**config.mk**
```make
export PLATFORM = sky130hd
export DESIGN_NAME = muldiv_unit
export DESIGN_NICKNAME = d
export VERILOG_FILES = /design/src/rtl/muldiv_pkg.sv /design/src/rtl/muldiv_unit_div_iter.sv /design/src/rtl/muldiv_unit.sv
export SDC_FILE = /design/constraint.sdc
export NUM_CORES = 2
export LEC_CHECK = 0
export CORE_MARGIN = 4
export CORE_UTILIZATION = 30
export CTS_CLUSTER_SIZE = 25
export DETAILED_ROUTE_END_ITERATION = 8
export PLACE_DENSITY_LB_ADDON = 0.2
export RECOVER_POWER = 100
export SLEW_MARGIN = 20
export SYNTH_ARGS = -nofsm -noshare
export SYNTH_HDL_FRONTEND = slang
export SYNTH_SLANG_ARGS = --single-unit
```
**constraint.sdc**
```tcl
create_clock -name clk -period 16 [get_ports clk]
set_clock_uncertainty 0.15 [all_clocks]
set_input_delay 1.6 -clock clk [delete_from_list [all_inputs] [get_ports clk]]
set_output_delay 1.6 -clock clk [all_outputs]
set_load 0.02 [all_outputs]
```
**src/rtl/muldiv_pkg.sv**
```systemverilog
// Shared types and decode helpers for the RISC-V M-extension multiply/divide unit.
package muldiv_pkg;

  typedef enum logic [2:0] {
    OP_MUL    = 3'd0,
    OP_MULH   = 3'd1,
    OP_MULHSU = 3'd2,
    OP_MULHU  = 3'd3,
    OP_DIV    = 3'd4,
    OP_DIVU   = 3'd5,
    OP_REM    = 3'd6,
    OP_REMU   = 3'd7
  } muldiv_op_t;

  typedef enum logic [1:0] {
    S_IDLE = 2'd0,
    S_CALC = 2'd1,
    S_DONE = 2'd2
  } muldiv_state_t;

  function automatic logic is_div(muldiv_op_t op);
    return op[2];
  endfunction

  function automatic logic is_signed_op(muldiv_op_t op);
    return (op == OP_DIV) || (op == OP_REM);
  endfunction

  function automatic logic is_rem(muldiv_op_t op);
    return (op == OP_REM) || (op == OP_REMU);
  endfunction

endpackage

```
**src/rtl/muldiv_unit_div_iter.sv**
```systemverilog
// Combinational restoring-divider step retiring DIV_BITS quotient bits.
module div_iter #(
  parameter int unsigned XLEN     = 32,
  parameter int unsigned DIV_BITS = 1
) (
  input  logic [XLEN:0]   rem_i,
  input  logic [XLEN-1:0] quo_i,
  input  logic [XLEN-1:0] dvs_i,
  output logic [XLEN:0]   rem_o,
  output logic [XLEN-1:0] quo_o
);

  logic [XLEN:0]   r;
  logic [XLEN-1:0] q;

  // quo holds the remaining dividend bits (MSB first) and collects quotient bits at the LSB
  always_comb begin
    r = rem_i;
    q = quo_i;
    for (int i = 0; i < int'(DIV_BITS); i++) begin
      r = {r[XLEN-1:0], q[XLEN-1]};
      q = {q[XLEN-2:0], 1'b0};
      if (r >= {1'b0, dvs_i}) begin
        r    = r - {1'b0, dvs_i};
        q[0] = 1'b1;
      end
    end
    rem_o = r;
    quo_o = q;
  end

endmodule

```
**src/rtl/muldiv_unit.sv**
```systemverilog
// Handshaked M-extension multiply/divide unit: fast path for single-cycle mul and
// divide special cases, iterative path for division and the optional shift-add multiplier.
module muldiv_unit
  import muldiv_pkg::*;
#(
  parameter int unsigned XLEN          = 32,
  parameter int unsigned TAG_W         = 5,
  parameter int unsigned DIV_BITS      = 1,
  parameter int unsigned MUL_ITERATIVE = 0
) (
  input  logic             clk,
  input  logic             reset,
  input  logic             flush,
  input  logic             in_valid,
  output logic             in_ready,
  input  logic [2:0]       in_op,
  input  logic [XLEN-1:0]  in_rs1,
  input  logic [XLEN-1:0]  in_rs2,
  input  logic [TAG_W-1:0] in_tag,
  output logic             out_valid,
  input  logic             out_ready,
  output logic [XLEN-1:0]  out_result,
  output logic [TAG_W-1:0] out_tag
);

  localparam int unsigned STEPS = XLEN / DIV_BITS;
  localparam int unsigned CNT_W = $clog2(STEPS + 1);
  localparam int unsigned PW    = 2 * XLEN + 2;
  localparam int unsigned PW2   = 2 * XLEN;
  localparam logic [XLEN-1:0] XMIN = {1'b1, {(XLEN-1){1'b0}}};

  muldiv_state_t    state_q, state_d;
  logic [CNT_W-1:0] cnt_q, cnt_d;
  muldiv_op_t       op_q, op_d;
  logic [TAG_W-1:0] tag_q, tag_d;
  logic             negq_q, negq_d, negr_q, negr_d;
  logic [XLEN:0]    rem_q, rem_d;
  logic [XLEN-1:0]  quo_q, quo_d, dvs_q, dvs_d;
  logic [PW2-1:0]   acc_q, acc_d, mcand_q, mcand_d;
  logic [XLEN-1:0]  res_q, res_d;
  logic             valid_q, valid_d;

  muldiv_op_t       in_op_e;
  logic             accept, a_sgn, b_sgn, a_neg, b_neg, div_zero, div_ovf;
  logic [XLEN-1:0]  a_mag, b_mag, fast_mul, fast_div;
  logic [PW-1:0]    pa, pb;
  logic [PW2-1:0]   prod, acc_nx, p_fin;
  logic [XLEN:0]    rem_nx;
  logic [XLEN-1:0]  quo_nx, q_fin, r_fin, calc_res;

  assign in_op_e    = muldiv_op_t'(in_op);
  assign in_ready   = (state_q == S_IDLE) || ((state_q == S_DONE) && out_ready);
  assign accept     = in_valid && in_ready && !flush;
  assign out_valid  = valid_q;
  assign out_result = res_q;
  assign out_tag    = tag_q;

  // Operand signedness and magnitudes, shared by both arithmetic paths
  assign a_sgn = (in_op_e == OP_MULH) || (in_op_e == OP_MULHSU) || is_signed_op(in_op_e);
  assign b_sgn = (in_op_e == OP_MULH) || is_signed_op(in_op_e);
  assign a_neg = a_sgn && in_rs1[XLEN-1];
  assign b_neg = b_sgn && in_rs2[XLEN-1];
  assign a_mag = a_neg ? -in_rs1 : in_rs1;
  assign b_mag = b_neg ? -in_rs2 : in_rs2;

  // Single-cycle product on XLEN+1-bit extended operands
  assign pa       = {{(PW-XLEN){a_neg}}, in_rs1};
  assign pb       = {{(PW-XLEN){b_neg}}, in_rs2};
  assign prod     = PW2'(pa * pb);
  assign fast_mul = (in_op_e == OP_MUL) ? prod[XLEN-1:0] : prod[PW2-1:XLEN];

  assign div_zero = (in_rs2 == '0);
  assign div_ovf  = is_signed_op(in_op_e) && (in_rs1 == XMIN) && (in_rs2 == '1);
  assign fast_div = is_rem(in_op_e) ? (div_zero ? in_rs1 : '0) : (div_zero ? '1 : XMIN);

  div_iter #(
    .XLEN     (XLEN),
    .DIV_BITS (DIV_BITS)
  ) u_div_iter (
    .rem_i (rem_q),
    .quo_i (quo_q),
    .dvs_i (dvs_q),
    .rem_o (rem_nx),
    .quo_o (quo_nx)
  );

  // Shift-add step: quo_q doubles as the right-shifting multiplier
  assign acc_nx   = acc_q + mcand_q * PW2'(quo_q[DIV_BITS-1:0]);
  assign p_fin    = negq_q ? -acc_nx : acc_nx;
  assign q_fin    = negq_q ? -quo_nx : quo_nx;
  assign r_fin    = negr_q ? -rem_nx[XLEN-1:0] : rem_nx[XLEN-1:0];
  assign calc_res = is_div(op_q) ? (is_rem(op_q) ? r_fin : q_fin)
                  : ((op_q == OP_MUL) ? p_fin[XLEN-1:0] : p_fin[PW2-1:XLEN]);

  always_comb begin
    state_d = state_q;
    cnt_d   = cnt_q;
    op_d    = op_q;
    tag_d   = tag_q;
    negq_d  = negq_q;
    negr_d  = negr_q;
    rem_d   = rem_q;
    quo_d   = quo_q;
    dvs_d   = dvs_q;
    acc_d   = acc_q;
    mcand_d = mcand_q;
    res_d   = res_q;

    unique case (state_q)
      S_IDLE: ;
      S_CALC: begin
        cnt_d = CNT_W'(cnt_q - CNT_W'(1));
        if (is_div(op_q)) begin
          rem_d = rem_nx;
          quo_d = quo_nx;
        end else begin
          acc_d   = acc_nx;
          mcand_d = mcand_q << DIV_BITS;
          quo_d   = quo_q >> DIV_BITS;
        end
        if (cnt_q == CNT_W'(1)) begin
          state_d = S_DONE;
          res_d   = calc_res;
        end
      end
      S_DONE: if (out_ready) state_d = S_IDLE;
      default: state_d = S_IDLE;
    endcase

    // A new op may start on the drain cycle of the previous one
    if (accept) begin
      op_d    = in_op_e;
      tag_d   = in_tag;
      negq_d  = a_neg ^ b_neg;
      negr_d  = a_neg;
      rem_d   = '0;
      quo_d   = is_div(in_op_e) ? a_mag : b_mag;
      dvs_d   = b_mag;
      acc_d   = '0;
      mcand_d = {{XLEN{1'b0}}, a_mag};
      if (is_div(in_op_e) && (div_zero || div_ovf)) begin
        state_d = S_DONE;
        res_d   = fast_div;
      end else if (!is_div(in_op_e) && (MUL_ITERATIVE == 0)) begin
        state_d = S_DONE;
        res_d   = fast_mul;
      end else begin
        state_d = S_CALC;
        cnt_d   = CNT_W'(STEPS);
      end
    end

    if (flush) state_d = S_IDLE;
    valid_d = (state_d == S_DONE);
  end

  always_ff @(posedge clk or posedge reset) begin
    if (reset) begin
      state_q <= S_IDLE;
      cnt_q   <= '0;
      op_q    <= OP_MUL;
      tag_q   <= '0;
      negq_q  <= 1'b0;
      negr_q  <= 1'b0;
      rem_q   <= '0;
      quo_q   <= '0;
      dvs_q   <= '0;
      acc_q   <= '0;
      mcand_q <= '0;
      res_q   <= '0;
      valid_q <= 1'b0;
    end else begin
      state_q <= state_d;
      cnt_q   <= cnt_d;
      op_q    <= op_d;
      tag_q   <= tag_d;
      negq_q  <= negq_d;
      negr_q  <= negr_d;
      rem_q   <= rem_d;
      quo_q   <= quo_d;
      dvs_q   <= dvs_d;
      acc_q   <= acc_d;
      mcand_q <= mcand_d;
      res_q   <= res_d;
      valid_q <= valid_d;
    end
  end

endmodule

```
==> summary.txt <==
Placement
  – RePlAce Congestion: 0.940
  – Dpl cells: 9824
  – IO buf count: 115
  – Hpwl dp: 181000 um
  – Setup slack after placement: 3.69 ns

Final layout
  – Fraction of layout cells with a size suffix above 1: 0.0400
  – Sequential cell area: 6890 um^2
  – Commonest non-fill, non-tap cell in the layout: inv_1
  – Most frequent cells in the layout: inv_1, nand2_1, fa_1
  – Area Overhead vs Synth: 7.47%
  – Layout filler cell count: 21581
  – Multi-input logic area: 49000 um^2
  – Final std cells w/o fill: 9911
  – Layout Nets: 8695

STA
  – Hold slack final: 0.325 ns
  – Worst slew pin tran: 9.23 ns
  – Final setup viols: 0
  – Hold Fails Final Rpt: 0
  – Min Tclk post-route: 13.01 ns
  – Max_slew headroom: -5.15
  – Final slew viol count: 663
  – Unrepaired setup endpoints after global routing: false
  – Setup TNS: 0 ns
  – Fmax: 76.8 MHz
  – Final worst setup slack: 2.99 ns
  – Fin crit share: 0.813

Synthesis
  – Ys flop type: dfrtp_1
  – Post-synth EDFFs: 0
  – Syn. warnings: 0
  – Ys async rst share: 1.00
  – Cell count after synthesis: 7389
  – Post-synthesis area per instance: 8.42 um^2
  – Synth Cell Area: 62200 um^2
  – Post-synth net total: 8908
  – Post-synth cell types: 109
  – FF+latch count, synth: 275
  – Sequential-to-total area share from yosys stat: 0.111

Min path
  – Hold depth: 2
  – Hold WC Path Type: reg2reg
  – Worst hold endpoint: out_tag[3]
  – Hold Startpoint: out_tag[3]

Setup path
  – Critical path peak fanout: 30
  – Reg2reg setup slack: 4.82 ns
  – CP arrival: 13.35 ns
  – CP max stage cell: clkbuf_1
  – Setup CP Type: in2reg
  – Reg2Reg Depth: 7
  – Worst setup path startpoint: in_op[1]
  – CP startpoint kind: input port
  – Worst path top cell family by delay: adder cells
  – Req. time, crit path: 16.34 ns
  – Kind of end point of the critical path: flop
  – Worst r2r dst: out_result[4]
  – R2r startpoint: state_q[1]
  – Slowest Stage Delay on Critical Path: 1.15 ns
  – CP most frequent cell: fa_1
  – Buf+Inv Stages, Crit Path: 5

Route
  – Post-route ant nets: 0
  – Drt total wl: 238000 um
  – Pre-antenna DRT Iters: 5
  – Iter 0 DRT Violations: 4382
  – Residual DRC count: 0
  – Wire per inst: 24.0 um
  – Via density: 5.22
  – DR vias: 51743

Outcome
  – Failing checks: max-capacitance violations, max-slew violations
  – Status: finished with violations

CTS
  – Clk sinks: 275
  – Worst-Skew Late Latency: 0.60 ns
  – TritonCTS Buffers: 38
  – Post-CTS sizing: 0
  – Clock Root Buffer: clkbuf_16
  – Clk slew on worst S/H paths: 0.06 ns
  – H-tree Lvls: 2
  – Hold Buf Count CTS: 0
  – CTS tree: built
  – Post-CTS Setup Repair Bufs: 0
  – Clock Path Buffers: 3

GRT
  – Vias in the first global route: 53429
  – Largest net degree at the start of global routing: 207
  – Tot GR Track Use: 0.220
  – Total congestion overflow: 0
  – Initial antenna violation count: 27
  – First-pass GRT wire length: 360000 um

Floorplanning
  – Die Width: 463 um
  – # IOs: 116
  – Initial Util: 0.303
  – Core Area: 205000 um^2
  – Full die area: 215000 um^2
  – Die height: 463 um
  – FP Rows: 166

Flow run
  – Max Cap Violations: 8
flip-flops by register name, indices dropped and copies added, names as in the netlist:
name / flops
acc_q: 64
cnt_q: 6
dvs_q: 32
mcand_q: 64
negq_q: 1
negr_q: 1
op_q: 3
out_result: 32
out_tag: 5
out_valid: 1
quo_q: 32
rem_q: 32
state_q: 2
kinds of logic after synthesis:
group / synth area share
flops: 0.111
compound gates: 0.126
buf+inv: 0.102
simple gates: 0.180
xor+xnor: 0.0434
mux: 0.0126
fa+ha+maj: 0.426
tightest hold or removal path: cells and delay by family, from the launching register on:
kind             cells  cell delay (ns)
and+or+nand+nor      2             0.11
DFF                  1             0.34
worst max-delay path by stage:
stage / to / slack, ns / cells past startpoint
floorplan: out_result[30] / 5.45 / 36
global placement: out_result[29] / 3.86 / 29
detailed placement: out_result[29] / 3.69 / 29
CTS: out_result[29] / 4.28 / 29
global route: out_result[29] / 2.24 / 29
finish: out_result[29] / 2.99 / 29
routing by layer:
metal  up-vias  share of wire  GRT usage
met5         -              0          0
met3       338          0.058     0.0274
met4         0          0.050     0.0905
met2      1686           0.45      0.347
met1     26794           0.44      0.306
li1      22925              -          -
Yosys cell counts, drive strengths merged, types with 17 or more instances:
master / n / area share
buf: 107 / 0.0067
o21bai: 17 / 0.0021
inv: 1209 / 0.073
o21ai: 384 / 0.031
mux2i: 75 / 0.012
o21a: 38 / 0.0046
and3: 34 / 0.0034
dfrtp: 275 / 0.11
o211ai: 63 / 0.0078
o221ai: 20 / 0.0029
or4: 21 / 0.0026
ha: 315 / 0.063
nor3: 84 / 0.0069
nand2b: 43 / 0.0043
nor4: 29 / 0.0030
nand4: 42 / 0.0044
nor2: 261 / 0.016
clkbuf: 369 / 0.022
a221oi: 34 / 0.0049
o31ai: 43 / 0.0052
and2: 423 / 0.043
xor2: 137 / 0.019
a21oi: 275 / 0.022
a21o: 112 / 0.014
a31oi: 38 / 0.0039
xnor2: 171 / 0.024
or2: 22 / 0.0022
nand3: 160 / 0.013
fa: 1127 / 0.36
a211oi: 62 / 0.0076
or3: 28 / 0.0029
nand2: 1177 / 0.071
layout make-up:
cell class / count / area share
clock inverter: 17 / 0.00324
antenna: 17 / 0.000636
timing repair buffer: 223 / 0.0251
multi-input combinational: 5427 / 0.733
inverter: 1211 / 0.0680
sequential: 275 / 0.103
clock buffer: 53 / 0.0164
tap: 2688 / 0.0503
per-stage QoR:
| stage | util | cell area (um^2) |
|---|---|---|
| after global routing | 0.325 | 66800 |
| after CTS | 0.326 | 66900 |
| after detailed placement | 0.319 | 65600 |
| after global placement | 0.319 | 65500 |
| after floorplan | - | 62200 |
| final | 0.326 | 66900 |
Power is not shown: default switching activity piles up to over one toggle a cycle in this logic, so the estimate is an artifact.
